==> src/rtl/dumbrv_gpio_ext.sv <==
// GPIO block on the stray bus: OUT/OE pin drive, synchronised IN with sticky
// rise/fall flags and a level interrupt, behind a level-request / done-pulse handshake.
module dumbrv_gpio_ext #(
    parameter int          GPIO_W      = 8,
    parameter int          SYNC_STAGES = 2,
    parameter logic [15:0] BASE_ADDR   = 16'hF000
) (
    input  logic              clk,
    input  logic              rst,
    input  logic              stray_en_i,
    input  logic              stray_wr_i,
    input  logic [15:0]       stray_addr_i,
    input  logic [2:0]        stray_size_i,
    input  logic [31:0]       stray_data_i,
    output logic [31:0]       stray_data_o,
    output logic              stray_done_o,
    input  logic [GPIO_W-1:0] gpio_i,
    output logic [GPIO_W-1:0] gpio_o,
    output logic [GPIO_W-1:0] gpio_oe_o,
    output logic              irq_o
);

    typedef enum logic [1:0] {
        IDLE  = 2'd0,
        ACK   = 2'd1,
        DRAIN = 2'd2
    } state_t;

    localparam logic [2:0] REG_OUT   = 3'd0;
    localparam logic [2:0] REG_OE    = 3'd1;
    localparam logic [2:0] REG_IN    = 3'd2;
    localparam logic [2:0] REG_RISE  = 3'd3;
    localparam logic [2:0] REG_FALL  = 3'd4;
    localparam logic [2:0] REG_IRQEN = 3'd5;
    localparam logic [2:0] REG_SET   = 3'd6;
    localparam logic [2:0] REG_CLR   = 3'd7;

    state_t            state_r;
    logic [31:0]       data_r;
    logic              done_r;
    logic              irq_r;
    logic [GPIO_W-1:0] out_r;
    logic [GPIO_W-1:0] oe_r;
    logic [GPIO_W-1:0] rise_r;
    logic [GPIO_W-1:0] fall_r;
    logic [GPIO_W-1:0] irqen_r;
    logic [GPIO_W-1:0] prev_r;
    logic [GPIO_W-1:0] sync_r [SYNC_STAGES];

    logic [4:0]        shift_s;
    logic [2:0]        reg_sel_s;
    logic              hit_s;
    logic              aligned_s;
    logic              acc_ok_s;
    logic              do_wr_s;
    logic [3:0]        lane_s;
    logic [31:0]       lane_mask_s;
    logic [31:0]       size_mask_s;
    logic [31:0]       wdata_s;
    logic [31:0]       rreg_s;
    logic [31:0]       rdata_s;
    logic [GPIO_W-1:0] wbits_s;
    logic [GPIO_W-1:0] wmask_s;
    logic [GPIO_W-1:0] in_s;
    logic [GPIO_W-1:0] out_nxt_s;
    logic [GPIO_W-1:0] oe_nxt_s;
    logic [GPIO_W-1:0] irqen_nxt_s;
    logic [GPIO_W-1:0] rise_clr_s;
    logic [GPIO_W-1:0] fall_clr_s;
    logic [GPIO_W-1:0] rise_nxt_s;
    logic [GPIO_W-1:0] fall_nxt_s;
    logic              irq_nxt_s;

    function automatic logic [31:0] zext(input logic [GPIO_W-1:0] v);
        logic [31:0] w;
        w = 32'd0;
        w[GPIO_W-1:0] = v;
        return w;
    endfunction

    assign in_s    = sync_r[SYNC_STAGES-1];
    assign do_wr_s = (state_r == IDLE) & stray_en_i & stray_wr_i & acc_ok_s;

    // Address window, alignment and byte-lane decode of the current request
    always_comb begin
        shift_s     = {stray_addr_i[1:0], 3'b000};
        reg_sel_s   = stray_addr_i[4:2];
        hit_s       = (stray_addr_i[15:5] == BASE_ADDR[15:5]);
        lane_mask_s = 32'd0;
        case (stray_size_i)
            3'd0: begin
                aligned_s   = 1'b1;
                lane_s      = 4'b0001 << stray_addr_i[1:0];
                size_mask_s = 32'h0000_00FF;
            end
            3'd1: begin
                aligned_s   = ~stray_addr_i[0];
                lane_s      = 4'b0011 << stray_addr_i[1:0];
                size_mask_s = 32'h0000_FFFF;
            end
            3'd2: begin
                aligned_s   = (stray_addr_i[1:0] == 2'b00);
                lane_s      = 4'b1111;
                size_mask_s = 32'hFFFF_FFFF;
            end
            default: begin
                aligned_s   = 1'b0;
                lane_s      = 4'b0000;
                size_mask_s = 32'h0000_0000;
            end
        endcase
        acc_ok_s = hit_s & aligned_s;
        for (int b = 0; b < 4; b++) begin
            lane_mask_s[8*b +: 8] = {8{lane_s[b]}};
        end
        // Write data arrives in the low lanes and is moved to the addressed lanes
        wdata_s = stray_data_i << shift_s;
        wbits_s = GPIO_W'(wdata_s & lane_mask_s);
        wmask_s = GPIO_W'(lane_mask_s);
    end

    // Read-back mux; SET/CLR and rejected accesses return zero
    always_comb begin
        case (reg_sel_s)
            REG_OUT:   rreg_s = zext(out_r);
            REG_OE:    rreg_s = zext(oe_r);
            REG_IN:    rreg_s = zext(in_s);
            REG_RISE:  rreg_s = zext(rise_r);
            REG_FALL:  rreg_s = zext(fall_r);
            REG_IRQEN: rreg_s = zext(irqen_r);
            default:   rreg_s = 32'd0;
        endcase
        if (acc_ok_s && !stray_wr_i) begin
            rdata_s = (rreg_s >> shift_s) & size_mask_s;
        end else begin
            rdata_s = 32'd0;
        end
    end

    // Next register values from the write path and the edge detectors
    always_comb begin
        out_nxt_s   = out_r;
        oe_nxt_s    = oe_r;
        irqen_nxt_s = irqen_r;
        rise_clr_s  = {GPIO_W{1'b0}};
        fall_clr_s  = {GPIO_W{1'b0}};
        if (do_wr_s) begin
            case (reg_sel_s)
                REG_OUT:   out_nxt_s   = (out_r & ~wmask_s) | wbits_s;
                REG_OE:    oe_nxt_s    = (oe_r & ~wmask_s) | wbits_s;
                REG_RISE:  rise_clr_s  = wbits_s;
                REG_FALL:  fall_clr_s  = wbits_s;
                REG_IRQEN: irqen_nxt_s = (irqen_r & ~wmask_s) | wbits_s;
                REG_SET:   out_nxt_s   = out_r | wbits_s;
                REG_CLR:   out_nxt_s   = out_r & ~wbits_s;
                default:   out_nxt_s   = out_r;
            endcase
        end else begin
            out_nxt_s = out_r;
        end
        // A fresh edge overrides a clear of the same bit
        rise_nxt_s = (rise_r & ~rise_clr_s) | (in_s & ~prev_r);
        fall_nxt_s = (fall_r & ~fall_clr_s) | (~in_s & prev_r);
        irq_nxt_s  = |((rise_nxt_s | fall_nxt_s) & irqen_nxt_s);
    end

    // Bus handshake: accept in IDLE, pulse done in ACK, wait for release in DRAIN
    always_ff @(posedge clk or posedge rst) begin
        if (rst) begin
            state_r <= IDLE;
            done_r  <= 1'b0;
            data_r  <= 32'd0;
        end else begin
            case (state_r)
                IDLE: begin
                    if (stray_en_i) begin
                        data_r  <= rdata_s;
                        done_r  <= 1'b1;
                        state_r <= ACK;
                    end
                end
                ACK: begin
                    done_r  <= 1'b0;
                    state_r <= DRAIN;
                end
                DRAIN: begin
                    if (!stray_en_i) begin
                        state_r <= IDLE;
                    end
                end
                default: begin
                    done_r  <= 1'b0;
                    state_r <= IDLE;
                end
            endcase
        end
    end

    // Register file, edge history and interrupt
    always_ff @(posedge clk or posedge rst) begin
        if (rst) begin
            out_r   <= {GPIO_W{1'b0}};
            oe_r    <= {GPIO_W{1'b0}};
            rise_r  <= {GPIO_W{1'b0}};
            fall_r  <= {GPIO_W{1'b0}};
            irqen_r <= {GPIO_W{1'b0}};
            prev_r  <= {GPIO_W{1'b0}};
            irq_r   <= 1'b0;
        end else begin
            out_r   <= out_nxt_s;
            oe_r    <= oe_nxt_s;
            rise_r  <= rise_nxt_s;
            fall_r  <= fall_nxt_s;
            irqen_r <= irqen_nxt_s;
            prev_r  <= in_s;
            irq_r   <= irq_nxt_s;
        end
    end

    // Input synchroniser chain
    always_ff @(posedge clk or posedge rst) begin
        if (rst) begin
            for (int i = 0; i < SYNC_STAGES; i++) begin
                sync_r[i] <= {GPIO_W{1'b0}};
            end
        end else begin
            sync_r[0] <= gpio_i;
            for (int i = 1; i < SYNC_STAGES; i++) begin
                sync_r[i] <= sync_r[i-1];
            end
        end
    end

    assign stray_data_o = data_r;
    assign stray_done_o = done_r;
    assign gpio_o       = out_r;
    assign gpio_oe_o    = oe_r;
    assign irq_o        = irq_r;

endmodule

==> config.mk <==
export PLATFORM = sky130hd
export DESIGN_NAME = dumbrv_gpio_ext
export DESIGN_NICKNAME = d
export VERILOG_FILES = /design/src/rtl/dumbrv_gpio_ext.sv
export SDC_FILE = /design/constraint.sdc
export NUM_CORES = 1
export LEC_CHECK = 0
export BUFFER_PORTS_ARGS = -buffer_cell sky130_fd_sc_hd__buf_2
export CELL_PAD_IN_SITES_DETAIL_PLACEMENT = 1
export CELL_PAD_IN_SITES_GLOBAL_PLACEMENT = 2
export CORE_MARGIN = 2
export CORE_UTILIZATION = 33
export DETAILED_ROUTE_END_ITERATION = 7
export GPL_ROUTABILITY_DRIVEN = 1
export PLACE_DENSITY_LB_ADDON = 0.1
export SETUP_SLACK_MARGIN = 0.3
export SYNTH_ARGS = -nofsm -noshare
export SYNTH_HDL_FRONTEND = slang
export SYNTH_SLANG_ARGS = --single-unit
==> constraint.sdc <==
create_clock -name clk -period 5.6 [get_ports clk]
set_input_delay 0 -clock clk [delete_from_list [all_inputs] [get_ports clk]]
set_output_delay 0 -clock clk [all_outputs]
set_load 0.01 [all_outputs]
==> reports/qor.csv <==
stage,metric,value,unit
outcome,status,completed,
layout,fin_cells,600,
layout,area_delta_synth_final,20.2,%
cts,cts-root-buf,clkbuf_8,
cts,ctsLongestPathBuffers,2,
timing,setup_viol,0,
layout,multi_input_area,1560,um2
routing,drt_wl_total,10600,um
cts,tritoncts,done,
critical_path,worst_path_dominant_cell_family,simple AND/OR/NAND/NOR gates,
logic_synthesis,ys_ff_latch,76,
timing,drv_slew,0,
routing,viasPerCell,5.10,
global_route,grt_pass1_vias,3102,
layout,fin_util,0.408,
timing,period_minus_slack,2.89,ns
global_route,grt_pass1_wl,16800,um
critical_path,worstReg2RegStart,state_r[1],
critical_path,r2r-end,irq_o,
critical_path,worstPathArrival,3.12,ns
critical_path,path_buf_inv,1,
cts,cts_max_level,3,
logic_synthesis,synth_flop_cell,dfrtp_1,
floorplanning,start_util,0.339,
global_route,antenna_found_initial,0,
routing,routed-via-count,3057,
critical_path,worstPathMaxFanout,11,
critical_path,path_class,reg -> reg,
power,power_density,254,nW/um2
floorplanning,rows,38,
layout,layout-drive-gt1-share,0.233,
critical_path,cp-start-kind,register,
layout,nFillCells,1281,
routing,ant_nets,0,
routing,drc,0,
floorplanning,io_pins,113,
timing,max_freq,345,MHz
place,place.gp.congestion,0.753,
power,p_total,1.13,mW
critical_path,crit_path_top_delay_cell,or4b_1,
cts,cts.sinks,76,
floorplanning,dieWidth,110,um
flow_run,max-cap-violations,0,
logic_synthesis,ys_async_sr_fraction,1.00,
logic_synthesis,netlist_area,3700,um2
logic_synthesis,synth_seq_area_share,0.515,
hold_path,holdCritPathClass,in -> reg,
logic_synthesis,synth_cell_type_count,53,
critical_path,max_stage_delay,0.56,ns
critical_path,reg2reg_depth,8,
place,portBuffers,64,
place,place_inst,567,
global_route,grt_use_total,0.189,
timing,final_hold_viol_count,0,
timing,clock_skew,0.00820,ns
logic_synthesis,ys_warn_count,0,
power,leakage,2.14,nW
global_route,globalRouteOverflowTotal,0,
floorplanning,die-area,12100,um2
timing,worstMarginPinSlew,1.11,ns
critical_path,end_kind,register,
timing,slew-limit-headroom,0.252,
critical_path,cp_cell_sequence,or3b_4 -> clkinv_4 -> nand4b_2 -> nor3_4 -> o21ai_0 -> o22ai_1 -> o2111ai_1 -> or4b_1,
timing,timing.final.crit_share,0.517,
cts,clk_pin_slew,0.08,ns
power,vdd_ir_drop_max,0.0980,mV
hold_path,holdCritStartpoint,stray_addr_i[10],
floorplanning,coreArea,10900,um2
timing,rsz0062_at_grt,no,
layout,antenna_cells,0,
logic_synthesis,syn_inst,374,
routing,firstDrtPassIters,4,
cts,cts_setup_buffers,0,
layout,layout.nets,519,
floorplanning,die_h,110,um
critical_path,r2r_setup_slack,2.71,ns
routing,wl_per_cell,17.7,um
global_route,grt_max_degree,77,
hold_path,holdPathStages,5,
critical_path,setup.worst_path.start,state_r[1],
logic_synthesis,syn_area_per_cell,9.88,um2
place,dp_hpwl,7300,um
timing,setup_tns,0,ns
routing,detail_route.iter0.violations,141,
logic_synthesis,synth_edf_count,0,
layout,ff_latch_area,1900,um2
hold_path,min_to,fall_r[1],
critical_path,required,5.82,ns
cts,insertion_delay,0.35,ns
cts,cts_inserted_buffers,9,
-- repair_timing --
action | 4_1_cts | 5_1_grt
endpoints found under the hold margin | 97 | 0
gates resized for setup | 0 | 0
hold buffers | 18 | 0
-- layout make-up --
type / instances / share of cell area
sequential: 76 / 0.428
multi-input combinational: 262 / 0.351
timing repair buffer: 86 / 0.119
tap: 140 / 0.0394
clock buffer: 10 / 0.0310
inverter: 21 / 0.0191
clock inverter: 5 / 0.0118
-- worst max-delay path by stage --
| stage | endpoint | cells after the start |
|---|---|---|
| floorplan | irq_o | 8 |
| detailed placement | irq_o | 9 |
| global placement | irq_o | 9 |
| global route | irq_o | 8 |
| CTS | irq_o | 8 |
| finish | irq_o | 8 |
-- worst reg2reg max path: stages, from the launching register on --
cell and delay (ns):
dfrtp_1 0.40, or3b_4 0.49, clkinv_4 0.11, nand4b_2 0.14, nor3_4 0.44, o21ai_0 0.20
o22ai_1 0.22, o2111ai_1 0.21, or4b_1 0.56
-- kinds of logic after synthesis --
group / after synthesis / share of synthesized area
and+or+nand+nor: 117 / 0.184
AOI/OAI and AO/OA: 106 / 0.168
DFF: 76 / 0.515
buffers and inverters: 59 / 0.0867
muxes: 15 / 0.0460
other: 1 / 0.00101
-- layer usage --
metal | GRT usage | routed length [um]
met3 | 0.0285 | 391
met2 | 0.316 | 5140
met4 | 0.0678 | 144
met1 | 0.247 | 4980
met5 | 0 | 0
-- stage by stage --
stage | setup WS [ns] | area (um2) | hold slack (ns)
after global routing | 2.54 | 4440 | 0.205
after detailed placement | 2.56 | 4070 | 0.110
final | 2.71 | 4440 | 0.175
after global placement | 2.56 | 4070 | 0.109
after CTS | 2.68 | 4440 | 0.164
after floorplan | 3.31 | 3780 | 0.0314
-- synth_stat cells (5+ instances only) --
library cell	instances	share of area
a22o_1	5	0.012
o21ai_0	51	0.069
a31oi_1	8	0.014
mux2_2	6	0.018
nor2_1	14	0.014
dfrtp_1	76	0.51
o22ai_1	5	0.0085
and3_1	5	0.0085
nor3_1	5	0.0068
nand2_1	39	0.040
clkbuf_1	9	0.0091
a21oi_1	16	0.022
and2_1	5	0.0085
mux2i_1	8	0.022
inv_1	20	0.020
nand3_1	11	0.015
nor2b_1	15	0.025
buf_4	24	0.049
-- placed cells by master (no fill, tap or decap), drive strengths merged, types with 2 or more instances in the layout --
cell | synthesis | final
nand2 | 39 | 39
nor2 | 14 | 14
a22o | 5 | 5
nor3 | 7 | 7
and2 | 5 | 5
a21oi | 17 | 17
and3 | 5 | 5
clkinv | 1 | 5
buf | 29 | 68
clkbuf | 9 | 10
dlygate4sd3 | 0 | 18
nand4 | 4 | 4
mux2 | 6 | 6
a22oi | 3 | 3
inv | 20 | 19
or2 | 6 | 6
o21a | 2 | 2
nor2b | 15 | 15
o22ai | 5 | 5
nand3 | 12 | 12
mux2i | 8 | 8
o21ai | 55 | 55
conb | 1 | 24
o211ai | 3 | 3
a31oi | 8 | 8
nor4b | 2 | 2
dfrtp | 76 | 76
-- power by group --
part / switching (mW) / internal (mW)
clock network: 0.205 / 0.213
logic: 0.0855 / 0.0497
registers: 0.0108 / 0.567
total: 0.301 / 0.830
Power figures use the tool's default switching activity.
